$ cat config.mk
export PLATFORM = sky130hd
export DESIGN_NAME = reg_dump
export DESIGN_NICKNAME = d
export VERILOG_FILES = /design/src/rtl/reg_dump_pkg.sv /design/src/rtl/reg_dump.sv
export SDC_FILE = /design/constraint.sdc
export NUM_CORES = 1
export LEC_CHECK = 0
export ABC_AREA = 1
export CORE_MARGIN = 3
export CORE_UTILIZATION = 39
export DETAILED_ROUTE_END_ITERATION = 10
export PLACE_DENSITY = 0.84
export SYNTH_ARGS = -nofsm -noshare
export SYNTH_HDL_FRONTEND = slang
export SYNTH_SLANG_ARGS = --single-unit
$ cat constraint.sdc
create_clock -name i_clk -period 1.1 [get_ports i_clk]
set_input_delay 0.165 -clock i_clk [delete_from_list [all_inputs] [get_ports i_clk]]
set_output_delay 0.165 -clock i_clk [all_outputs]
set_load 0.005 [all_outputs]
$ cat src/rtl/reg_dump_pkg.sv
// -----------------------------------------------------------------------------
// reg_dump_pkg
// Shared definitions for the register-file debug read-out sequencer.
//   dump_state_t : FSM state encoding (IDLE, READ, SEND, DONE)
//   PW_DEFAULT   : default register address width
//   NUM_REGS     : number of registers dumped at the default address width
// -----------------------------------------------------------------------------
package reg_dump_pkg;

  typedef enum logic [1:0] {
    IDLE = 2'd0,
    READ = 2'd1,
    SEND = 2'd2,
    DONE = 2'd3
  } dump_state_t;

  localparam int PW_DEFAULT = 3;
  localparam int NUM_REGS   = 2 ** PW_DEFAULT;

endpackage : reg_dump_pkg

$ cat src/rtl/reg_dump.sv
// -----------------------------------------------------------------------------
// reg_dump
// Debug read-out sequencer for the CPU register file. A start pulse walks every
// register address 0 .. 2**pw-1 through one combinational read port and streams
// each value, tagged with its address, over a valid/ready handshake.
//
// Parameters
//   pw : register address width (2**pw registers are dumped)
//   dw : register data width
//
// Ports
//   i_clk        system clock, rising edge
//   i_reset      asynchronous active-high reset
//   i_start      one-cycle dump request, honoured only in IDLE
//   i_abort      cancels a running dump, highest priority
//   o_rd_addr    registered register-file read address
//   i_rd_data    combinational register-file read data for o_rd_addr
//   o_out_data   captured register value
//   o_out_addr   address of o_out_data
//   o_out_valid  payload valid
//   i_out_ready  consumer accepts the current beat
//   o_out_last   current beat is the last register
//   o_busy       high in READ and SEND
//   o_done       one-cycle pulse after the last beat is accepted
// -----------------------------------------------------------------------------
module reg_dump
  import reg_dump_pkg::*;
#(
  parameter int pw = 3,
  parameter int dw = 8
) (
  input  logic          i_clk,
  input  logic          i_reset,
  input  logic          i_start,
  input  logic          i_abort,
  output logic [pw-1:0] o_rd_addr,
  input  logic [dw-1:0] i_rd_data,
  output logic [dw-1:0] o_out_data,
  output logic [pw-1:0] o_out_addr,
  output logic          o_out_valid,
  input  logic          i_out_ready,
  output logic          o_out_last,
  output logic          o_busy,
  output logic          o_done
);

  localparam logic [pw-1:0] LAST_IDX = '1;

  dump_state_t   r_state;
  dump_state_t   w_state_next;

  logic [pw-1:0] r_idx,       w_idx_next;
  logic [pw-1:0] r_rd_addr,   w_rd_addr_next;
  logic [dw-1:0] r_out_data,  w_out_data_next;
  logic [pw-1:0] r_out_addr,  w_out_addr_next;
  logic          r_out_valid, w_out_valid_next;
  logic          r_out_last,  w_out_last_next;
  logic          r_busy,      w_busy_next;
  logic          r_done,      w_done_next;

  // State register
  always_ff @(posedge i_clk or posedge i_reset) begin
    if (i_reset) begin
      r_state <= IDLE;
    end else begin
      r_state <= w_state_next;
    end
  end

  // Datapath / output registers
  always_ff @(posedge i_clk or posedge i_reset) begin
    if (i_reset) begin
      r_idx       <= '0;
      r_rd_addr   <= '0;
      r_out_data  <= '0;
      r_out_addr  <= '0;
      r_out_valid <= 1'b0;
      r_out_last  <= 1'b0;
      r_busy      <= 1'b0;
      r_done      <= 1'b0;
    end else begin
      r_idx       <= w_idx_next;
      r_rd_addr   <= w_rd_addr_next;
      r_out_data  <= w_out_data_next;
      r_out_addr  <= w_out_addr_next;
      r_out_valid <= w_out_valid_next;
      r_out_last  <= w_out_last_next;
      r_busy      <= w_busy_next;
      r_done      <= w_done_next;
    end
  end

  // Next-state and next-output logic. All outputs are registered, so each
  // transition sets up the values the following state must present.
  always_comb begin
    w_state_next     = r_state;
    w_idx_next       = r_idx;
    w_rd_addr_next   = r_rd_addr;
    w_out_data_next  = r_out_data;
    w_out_addr_next  = r_out_addr;
    w_out_valid_next = r_out_valid;
    w_out_last_next  = r_out_last;
    w_busy_next      = r_busy;
    w_done_next      = 1'b0;

    unique case (r_state)
      IDLE: begin
        if (i_start) begin
          w_state_next   = READ;
          w_idx_next     = '0;
          w_rd_addr_next = '0;
          w_busy_next    = 1'b1;
        end
      end

      READ: begin
        // o_rd_addr already equals r_idx here, so i_rd_data is this register.
        w_out_data_next  = i_rd_data;
        w_out_addr_next  = r_idx;
        w_out_valid_next = 1'b1;
        w_out_last_next  = (r_idx == LAST_IDX);
        w_state_next     = SEND;
      end

      SEND: begin
        if (r_out_valid && i_out_ready) begin
          w_out_valid_next = 1'b0;
          w_out_last_next  = 1'b0;
          if (r_out_last) begin
            w_state_next   = DONE;
            w_busy_next    = 1'b0;
            w_done_next    = 1'b1;
            w_idx_next     = '0;
            w_rd_addr_next = '0;
          end else begin
            w_state_next   = READ;
            w_idx_next     = r_idx + pw'(1);
            w_rd_addr_next = r_idx + pw'(1);
          end
        end
      end

      DONE: begin
        w_state_next = IDLE;
      end

      default: begin
        w_state_next = IDLE;
      end
    endcase

    // Abort overrides everything. In IDLE these registers are already at
    // their idle values, so applying it there simply suppresses a same-cycle
    // start.
    if (i_abort) begin
      w_state_next     = IDLE;
      w_idx_next       = '0;
      w_rd_addr_next   = '0;
      w_out_valid_next = 1'b0;
      w_out_last_next  = 1'b0;
      w_busy_next      = 1'b0;
      w_done_next      = 1'b0;
    end
  end

  assign o_rd_addr   = r_rd_addr;
  assign o_out_data  = r_out_data;
  assign o_out_addr  = r_out_addr;
  assign o_out_valid = r_out_valid;
  assign o_out_last  = r_out_last;
  assign o_busy      = r_busy;
  assign o_done      = r_done;

endmodule : reg_dump

======== Yosys cells after proc, flatten, opt, wreduce, memory -nomap -nowiden ========
Cells that the tools add are included.
cells by class
  multiplexer cells ....................... 24
  add/sub/neg operators ................... 1
  eq/ne operators ......................... 7
  reductions and logical operators ........ 8
operator list
  operator               count
  $mux W3                4
  $mux W1                11
  $ne A3 B3 Y1 const B   3
  $mux W2                4
  $pmux W2 S4            1
  $pmux W1 S2            3
  $pmux W3 S2            1
  $reduce_bool A3 Y1     2
  $eq A2 B2 Y1 const B   2
  $reduce_and A2 Y1      2
  $reduce_and A4 Y1      1
  $add A3 B1 Y3 const B  1
  $eq A3 B3 Y1 const B   1
  $reduce_and A3 Y1      1
  $eq A2 B1 Y1 const B   1
  $logic_not A2 Y1       1
  $logic_and A1 B1 Y1    1
storage, ports and cells
  flip-flop bits (word level) ............. 20
  output and inout port bits .............. 18

======== Longest topological paths before layout ========
  depth in word-level cells ............... 5
  gate-level depth with buffers ........... 7
  mapped depth without buffers ............ 7

======== Worst setup path before layout ========
No wires, ideal clock.
  kind .................................... register to register
  from .................................... register o_rd_addr[0] (netlist name)
  to ...................................... register r_rd_addr[2] (netlist: o_rd_addr[2])
  stages on the path, launching flop included .. 5
  buffers on the path ..................... 0
  library setup time ...................... 121 ps
  arrival ................................. 967 ps
  slack ................................... 13 ps
  required time ........................... 979 ps
  path through ............................ dfrtp_1 > ha_1 > ha_1 > nand2_1 > o21ai_1
RTL lines
  what                    RTL line        RTL
  end signal: assignment  reg_dump.sv:83  r_rd_addr <= w_rd_addr_next;
  end: declaration        reg_dump.sv:53  logic [pw-1:0] r_rd_addr, w_rd_addr_next;

==> results.yml <==
yosys:
  synth_seq_cells: 20
  synth_most_common_cell: "nand2_1"
  ys_warn_count: 0
  synthTopCellsByArea: "dfrtp_1 (57%), nand2_1 (21%), inv_1 (3.0%)"
  synth_cell_types: 15
  syn_inst: 103
  synth_edf_count: 0
  async_flop_share: 1.000
  synthFlopType: "dfrtp_1"
  netlist.top_cell.by_area: "dfrtp_1"
  synth_nets: 118
  yosys-top-cells-count: "nand2_1 (50), dfrtp_1 (20), inv_1 (7)"
  synth_top_area_share: 0.5706
  synth_area_um2: 877.1
  postSynthAreaPerCell_um2: 8.515
  yosysSeqAreaShare: 0.5706
critical_path:
  crit_type: "register to register"
  crit_slowest_cell: "dfrtp_1"
  worst_path_largest_cell_delay_ns: 0.42
  crit_chain: "buf_6 > ha_4 > ha_4 > nand2_2 > o21ai_2"
  cp-start-kind: "register"
  cp_max_fo: 2
  crit_top_cell: "ha_4"
  worstPathArrival_ns: 1.40
  ff2ff_path_depth: 5
  crit_family: "flip-flops"
  path_buf_inv: 1
  cp.required_ns: 1.34
  worst_r2r_endpoint: "o_rd_addr[2]"
  r2r-start: "o_rd_addr[1]"
  r2r_setup_slack_ns: -0.06
  endpoint_kind: "register"
min_path:
  holdCritPathClass: "input pin to async pin"
placed_design:
  place_ws_ns: -0.2252
  dp.cells: 163
  portBuffers: 30
  place_hpwl_mm: 1.435
  gp_congestion: 0.7467
sta:
  worst_slack_ns: -0.06282
  rsz0062_at_grt: "yes"
  relSlewSlack: 0.8306
  slew_violations: 0
  worstMarginPinSlew_ns: 0.2541
  tns_ns: -0.1541
  timing.hold.ws_ns: 0.1805
  period_needed_ns: 1.163
  finalSetupViolations: 4
  hold_violations: 0
  finalCritPeriodShare: 1.057
  finalClockSkew_ns: 0.005758
  max_freq_mhz: 860.0
finish:
  drive_above_1_share: 0.3376
  n_antenna_cell: 0
  fin_nets: 173
  area_growth_pct: 61.48
  finalNonFillerCells: 184
die:
  initial_core_util: 0.4295
  core_mm2: 0.002042
  num_rows: 16
  die_area_mm2: 0.002854
  ios: 31
  die_w_um: 53.43
  die_h_um: 53.43
power:
  p_leak_nw: 0.7541
  power.total_mw: 1.971
  cellPowerDensity_mw_per_mm2: 1391
  ir_drop_mv: 0.9195
flow_run:
  max_cap_violations: 0
clocking:
  cts_sinks: 20
  root_buffer: "clkbuf_4"
  clk_latency_ns: 0.30
  cts.path.max_buffers: 2
  cts.htree.levels: 1
  cts_tree: "yes"
  clkTransAtPathRegs_ns: 0.11
  cts-buffers-inserted: 3
global_route:
  gr-usage-all-layers: 0.1690
  met3_usage: 0.04507
  first_global_vias: 828
  antenna_found_initial: 0
  globalRouteOverflowTotal: 0
  grt_pass1_wl_mm: 3.539
  use_met1: 0.2021
  grt_use_met2: 0.3020
  busiest_layer: "met2"
  grt_max_degree: 21
routing:
  vias_per_cell: 4.690
  num_vias: 863
  wl_per_cell_um: 11.99
  antenna_left: 0
  drt-initial-drc-count: 23
  wirelength_mm: 2.207
  drc: 0
  drt_pre_antenna_iters: 4
run_status:
  violations: "negative setup slack"
  status: "finished with violations"
state kept, by name (all words and copies together) (netlist names):
signal and count:
o_out_last 1, o_out_addr 3, o_busy 1, o_out_valid 1
o_rd_addr 3, r_state 2, o_done 1, o_out_data 8
where the power goes:
part,switching [mW],total [mW],internal [mW]
clock network,0.219,0.420,0.202
registers,0.0758,0.936,0.860
logic,0.287,0.614,0.327
total,0.581,1.97,1.39
routing by layer:
metal / share of wire / wire, um
met3: 0.071 / 157
met2: 0.49 / 1072
met4: 0.014 / 31
met5: 0 / 0
met1: 0.43 / 946
repair_timing:
action,in CTS,in global routing
pin swaps,5,2
gates cloned,0,0
setup buffers,12,5
resized for setup,41,24
hold buffers,0,0
endpoints found under the setup margin,23,24
through the flow:
stage / utilization / instance area [um^2]
6_report: 0.6936 / 1416
5_1_grt: 0.6936 / 1416
4_1_cts: 0.6808 / 1390
3_5_place_dp: 0.6023 / 1230
3_3_place_gp: 0.6023 / 1230
2_1_floorplan: - / 877.1
final cells by class:
class	instances	area, um^2
tap	27	33.78
sequential	20	503.0
clock buffer	4	36.28
fill	162	625.6
inverter	10	37.54
timing repair buffer	52	422.9
multi-input combinational	71	382.9
cells in the final DEF, fill, tap and decap left out, drive strengths merged:
master	netlist	layout
dfrtp	20	20
buf	2	22
clkdlybuf4s50	0	12
o21ai	7	7
nand3	6	6
nor2	6	6
clkinv	1	1
nand2	50	50
inv	9	9
ha	2	2
clkbuf	0	14
clkdlybuf4s15	0	8
worst reg2reg max path: stages (launching register included):
cell     delay, ns
dfrtp_1       0.42
buf_6         0.13
ha_4          0.15
ha_4          0.25
nand2_2       0.05
o21ai_2       0.10
cell families (layout without fill, tap and decap cells):
group | count (synthesis) | count (layout) | synth area share
compound gates | 7 | 7 | 0.03994
simple gates | 62 | 62 | 0.2967
flops | 20 | 20 | 0.5706
fa+ha+maj | 2 | 2 | 0.02853
buf+inv | 12 | 66 | 0.06420
how the worst max path moves through the flow:
stage | startpoint | endpoint | slack, ns | cells after the start
6_report | o_rd_addr[1] | o_rd_addr[2] | -0.06 | 5
5_1_grt | r_state[0] | o_busy | -0.12 | 6
4_1_cts | o_rd_addr[0] | o_rd_addr[2] | -0.06 | 5
3_5_place_dp | i_abort | o_busy | -0.23 | 6
3_3_place_gp | i_abort | o_busy | -0.16 | 6
2_1_floorplan | o_rd_addr[0] | o_rd_addr[2] | 0.01 | 4
Note: power is estimated with default switching activity, not from simulation.
